[src/rtl/sat_sub_accum_8bit.sv]
// Signed saturating subtract-accumulator: folds a frame of N_OPS operands into
// acc = sat(acc - x) and hands the result out over a valid/ready stream.
module sat_sub_accum_8bit #(
    parameter int N_OPS = 4,
    parameter int ACC_W = 8
) (
    input  logic             clk,
    input  logic             rst_n,
    input  logic             start,
    input  logic [ACC_W-1:0] init_val,
    input  logic             in_valid,
    output logic             in_ready,
    input  logic [ACC_W-1:0] in_data,
    output logic             out_valid,
    input  logic             out_ready,
    output logic [ACC_W-1:0] out_data,
    output logic             ovf_sticky,
    output logic             uvf_sticky,
    output logic             busy,
    output logic [7:0]       op_cnt
);

    typedef enum logic [1:0] {
        IDLE,
        ACCUM,
        DONE
    } state_t;

    localparam logic [7:0]       LAST_CNT = 8'(N_OPS - 1);
    localparam logic [ACC_W-1:0] SAT_POS  = {1'b0, {(ACC_W-1){1'b1}}};
    localparam logic [ACC_W-1:0] SAT_NEG  = {1'b1, {(ACC_W-1){1'b0}}};

    state_t           state_reg;
    logic [ACC_W-1:0] acc_reg;
    logic [7:0]       op_cnt_reg;
    logic             ovf_reg;
    logic             uvf_reg;
    logic             in_ready_reg;
    logic             out_valid_reg;
    logic             busy_reg;

    logic [ACC_W:0]   diff;
    logic             step_ovf;
    logic             step_uvf;
    logic [ACC_W-1:0] step_val;

    // One extra bit of headroom: the top two bits disagree exactly when the
    // true difference left the signed 8-bit range, and bit 8 gives the side.
    always_comb begin
        diff     = {acc_reg[ACC_W-1], acc_reg} - {in_data[ACC_W-1], in_data};
        step_ovf = (diff[ACC_W:ACC_W-1] == 2'b01);
        step_uvf = (diff[ACC_W:ACC_W-1] == 2'b10);
        step_val = diff[ACC_W-1:0];
        if (step_ovf) begin
            step_val = SAT_POS;
        end else if (step_uvf) begin
            step_val = SAT_NEG;
        end
    end

    always_ff @(posedge clk or negedge rst_n) begin
        if (!rst_n) begin
            state_reg     <= IDLE;
            acc_reg       <= '0;
            op_cnt_reg    <= '0;
            ovf_reg       <= 1'b0;
            uvf_reg       <= 1'b0;
            in_ready_reg  <= 1'b0;
            out_valid_reg <= 1'b0;
            busy_reg      <= 1'b0;
        end else begin
            case (state_reg)
                IDLE: begin
                    if (start) begin
                        state_reg    <= ACCUM;
                        acc_reg      <= init_val;
                        op_cnt_reg   <= '0;
                        ovf_reg      <= 1'b0;
                        uvf_reg      <= 1'b0;
                        in_ready_reg <= 1'b1;
                        busy_reg     <= 1'b1;
                    end
                end
                ACCUM: begin
                    // in_ready is always high here, so in_valid alone is the handshake
                    if (in_valid) begin
                        acc_reg    <= step_val;
                        op_cnt_reg <= op_cnt_reg + 8'd1;
                        ovf_reg    <= ovf_reg | step_ovf;
                        uvf_reg    <= uvf_reg | step_uvf;
                        if (op_cnt_reg == LAST_CNT) begin
                            state_reg     <= DONE;
                            in_ready_reg  <= 1'b0;
                            out_valid_reg <= 1'b1;
                        end
                    end
                end
                DONE: begin
                    if (out_ready) begin
                        state_reg     <= IDLE;
                        out_valid_reg <= 1'b0;
                        busy_reg      <= 1'b0;
                    end
                end
                default: begin
                    state_reg     <= IDLE;
                    in_ready_reg  <= 1'b0;
                    out_valid_reg <= 1'b0;
                    busy_reg      <= 1'b0;
                end
            endcase
        end
    end

    assign in_ready   = in_ready_reg;
    assign out_valid  = out_valid_reg;
    assign out_data   = acc_reg;
    assign ovf_sticky = ovf_reg;
    assign uvf_sticky = uvf_reg;
    assign busy       = busy_reg;
    assign op_cnt     = op_cnt_reg;

endmodule

[config.mk]
export PLATFORM = sky130hd
export DESIGN_NAME = sat_sub_accum_8bit
export DESIGN_NICKNAME = d
export VERILOG_FILES = /design/src/rtl/sat_sub_accum_8bit.sv
export SDC_FILE = /design/constraint.sdc
export NUM_CORES = 1
export LEC_CHECK = 0
export ABC_AREA = 1
export CAP_MARGIN = 25
export CORE_MARGIN = 2
export CORE_UTILIZATION = 44
export CTS_BUF_LIST = sky130_fd_sc_hd__clkbuf_8 sky130_fd_sc_hd__clkbuf_16
export DETAILED_ROUTE_END_ITERATION = 10
export PLACE_DENSITY = 0.76
export SETUP_SLACK_MARGIN = 0.3
export SYNTH_ARGS = -nofsm -noshare
export SYNTH_HDL_FRONTEND = slang
export SYNTH_SLANG_ARGS = --single-unit
[constraint.sdc]
create_clock -name clk -period 1.95 [get_ports clk]
set_input_delay 0.39 -clock clk [delete_from_list [all_inputs] [get_ports clk]]
set_output_delay 0.39 -clock clk [all_outputs]
set_load 0.02 [all_outputs]
==> impl_metrics.env <==
export IMPL_r2r_slack_ns=-0.03
export IMPL_r2r_end="out_data[2]$_DFFE_PN0P_"
export IMPL_rows=22
export IMPL_design_area_um2=2620
export IMPL_die_w_um=65.5
export IMPL_drt_total_wl_um=4410
export IMPL_pre_cts_slack_ns=-0.493
export IMPL_synthCells=235
export IMPL_worst_setup_path_start_kind="input port"
export IMPL_yosys_register_bits=23
export IMPL_slew_headroom_pct=77.5
export IMPL_final_util_pct=71.5
export IMPL_io_pins=42
export IMPL_cts_made_buffers=3
export IMPL_clock_path_buffers=2
export IMPL_max_cap_violations=0
export IMPL_yosysTopAreaCellShare_pct=34.6
export IMPL_area_growth_pct=57.4
export IMPL_failed_checks="negative setup slack"
export IMPL_crit_type="in -> reg"
export IMPL_fin_crit_sh_pct=103
export IMPL_synthMuxAreaShare_pct=0
export IMPL_instances_no_fill=346
export IMPL_synth_area_leaders="dfrtp_1 35%, nand2_1 16%, inv_1 8.6%"
export IMPL_h_tree_depth=1
export IMPL_grt_pass1_vias=1595
export IMPL_fillers=287
export IMPL_grt_pass1_wl_um=6860
export IMPL_die_area_um2=4290
export IMPL_gr_total_overflow=0
export IMPL_ant_nets=0
export IMPL_synth_top_family_by_area="simple AND/OR/NAND/NOR gates"
export IMPL_final_nets=330
export IMPL_status="finished with violations"
export IMPL_final_setup_tns_ns=-0.289
export IMPL_p_leak_nw=1.41
export IMPL_diodes=0
export IMPL_rsz0062_at_grt="true"
export IMPL_yosys_warnings=0
export IMPL_synth_cell_type_count=28
export IMPL_syn_area_um2=1660
export IMPL_power_density_nw_per_um2=1680
export IMPL_final_max_slew_viol_count=0
export IMPL_initial_utilization_pct=45.5
export IMPL_layout_drive_gt1_share_pct=30.9
export IMPL_synth_xor_area_share_pct=2.63
export IMPL_power_mw=4.41
export IMPL_avgSynthCellArea_um2=7.08
export IMPL_cts_sinks=23
export IMPL_synth_fa_ha_area_share_pct=7.97
export IMPL_final_common_cell="nand2_1"
export IMPL_hold_buffers=0
export IMPL_hold_viol_final=0
export IMPL_ys_seq_area_share_pct=34.6
export IMPL_fin_ws_ns=-0.0532
export IMPL_worstSkewPairLatency_ns=0.27
export IMPL_cp_end_kind="flip-flop"
export IMPL_dp_cells=335
export IMPL_antenna_found_initial=0
export IMPL_vias=1711
export IMPL_die_y_um=65.5
export IMPL_worstPathRequired_ns=2.12
export IMPL_skew_ns=0.00417
export IMPL_worst_pin_slew_ns=0.335
export IMPL_crit_reg2reg_launch="out_data[0]$_DFFE_PN0P_"
export IMPL_layout_min_cycle_time_ns=2.00
export IMPL_clk_pin_slew_ns=0.09
export IMPL_drc_errors=0
export IMPL_crit_arrival_ns=2.17
export IMPL_viasPerCell=4.95
export IMPL_syn_nets=266
export IMPL_port_buffers=41
export IMPL_reg2reg_depth=14
export IMPL_holdWs_ns=0.464
export IMPL_grt_usage_pct=21.1
export IMPL_wire_per_inst_um=12.7
export IMPL_routabilityCongestion=0.959
export IMPL_grt_max_degree=24
export IMPL_core_um2=3660
export IMPL_max_freq_mhz=499
export IMPL_final_cell_mix="53 x nand2_1, 30 x inv_1, 21 x dfrtp_1"
export IMPL_drt_iter0_markers=72
export IMPL_vdd_drop_max_mv=0.874
export IMPL_setup_violations=8
export IMPL_synth_compound_area_share_pct=10.1
export IMPL_cts_tree="yes"
export IMPL_hpwlAfterDp_um=3040
export IMPL_crit_path_max_fanout=6
export IMPL_first_pass_iters=4
export IMPL_ctsRootBufferMaster="clkbuf_8"
export IMPL_synth_area_leader_cell="dfrtp_1"
export IMPL_post_dp_cell_area_um2=2250
export IMPL_hold_class="in -> async"
export IMPL_yosys_area_share_simple_pct=35.0
==> worst max path at each step <==
stage	from	end	cells past startpoint
after global routing	out_data[0]$_DFFE_PN0P_	out_data[5]$_DFFE_PN0P_	14
after global placement	in_data[6]	out_data[1]$_DFFE_PN0P_	13
after CTS	out_data[0]$_DFFE_PN0P_	out_data[1]$_DFFE_PN0P_	14
after floorplan	out_data[0]$_DFFE_PN0P_	out_data[2]$_DFFE_PN0P_	14
after detailed placement	in_data[5]	out_data[1]$_DFFE_PN0P_	13
final	in_data[4]	out_data[2]$_DFFE_PN0P_	12
==> synth_stat cells (all sizes together) <==
cell type  count
fa             1
nor3           5
ha             9
a21oi         12
o21ai         14
nor2          26
or2            3
nand2         80
nand3          9
xor2           1
nor4           1
inv           41
o21a           3
nand4          2
buf            1
xnor2          4
dfrtp         23
==> cell type report <==
cell class                 count  area [µm²]  share of cell area, %
inverter                      41         156                   5.97
multi-input combinational    170        1210                   46.3
sequential                    23         578                   22.1
timing repair buffer          60         564                   21.5
clock buffer                   3        41.3                   1.58
tap                           48        60.1                   2.29
clock inverter                 1        5.00                  0.191
==> power breakdown <==
| group | switching, mW | internal, mW | total (mW) |
|---|---|---|---|
| clock network | 0.162 | 0.143 | 0.304 |
| logic | 1.85 | 1.39 | 3.24 |
| registers | 0.189 | 0.671 | 0.860 |
==> per-layer routing <==
layer | part of all wire (%) | wire length (µm) | up-vias | track usage, %
li1 | - | - | 865 | -
met1 | 42 | 1860 | 784 | 26.5
met2 | 51 | 2250 | 51 | 36.9
met3 | 4.3 | 188 | 11 | 2.74
met4 | 2.5 | 108 | 0 | 7.55
met5 | 0 | 0 | - | 0
==> worst max-delay path, cell delays in order <==
cell and delay (ns):
clkdlybuf4s50_1 0.47, inv_2 0.04, ha_4 0.29, nand2_2 0.08, nor2_4 0.13, nand3_4 0.10, nand3_1 0.14, nand2_2 0.10
a21oi_4 0.23, nand2_1 0.09, nand2_1 0.07, nand2_1 0.04
==> cells by family (layout without fill, tap and decap cells) <==
kind of cell,Yosys count,after routing
fa+ha+maj,10,10
compound gates,29,29
xor+xnor,5,5
flops,23,23
buf+inv,42,105
simple gates,126,126
==> what timing repair did <==
item,in CTS,in global routing
buffers inserted,4,3
pin swaps,14,26
gates resized for setup,40,48
setup endpoints to repair,26,20
No activity file was read; power rests on OpenSTA's default activity.
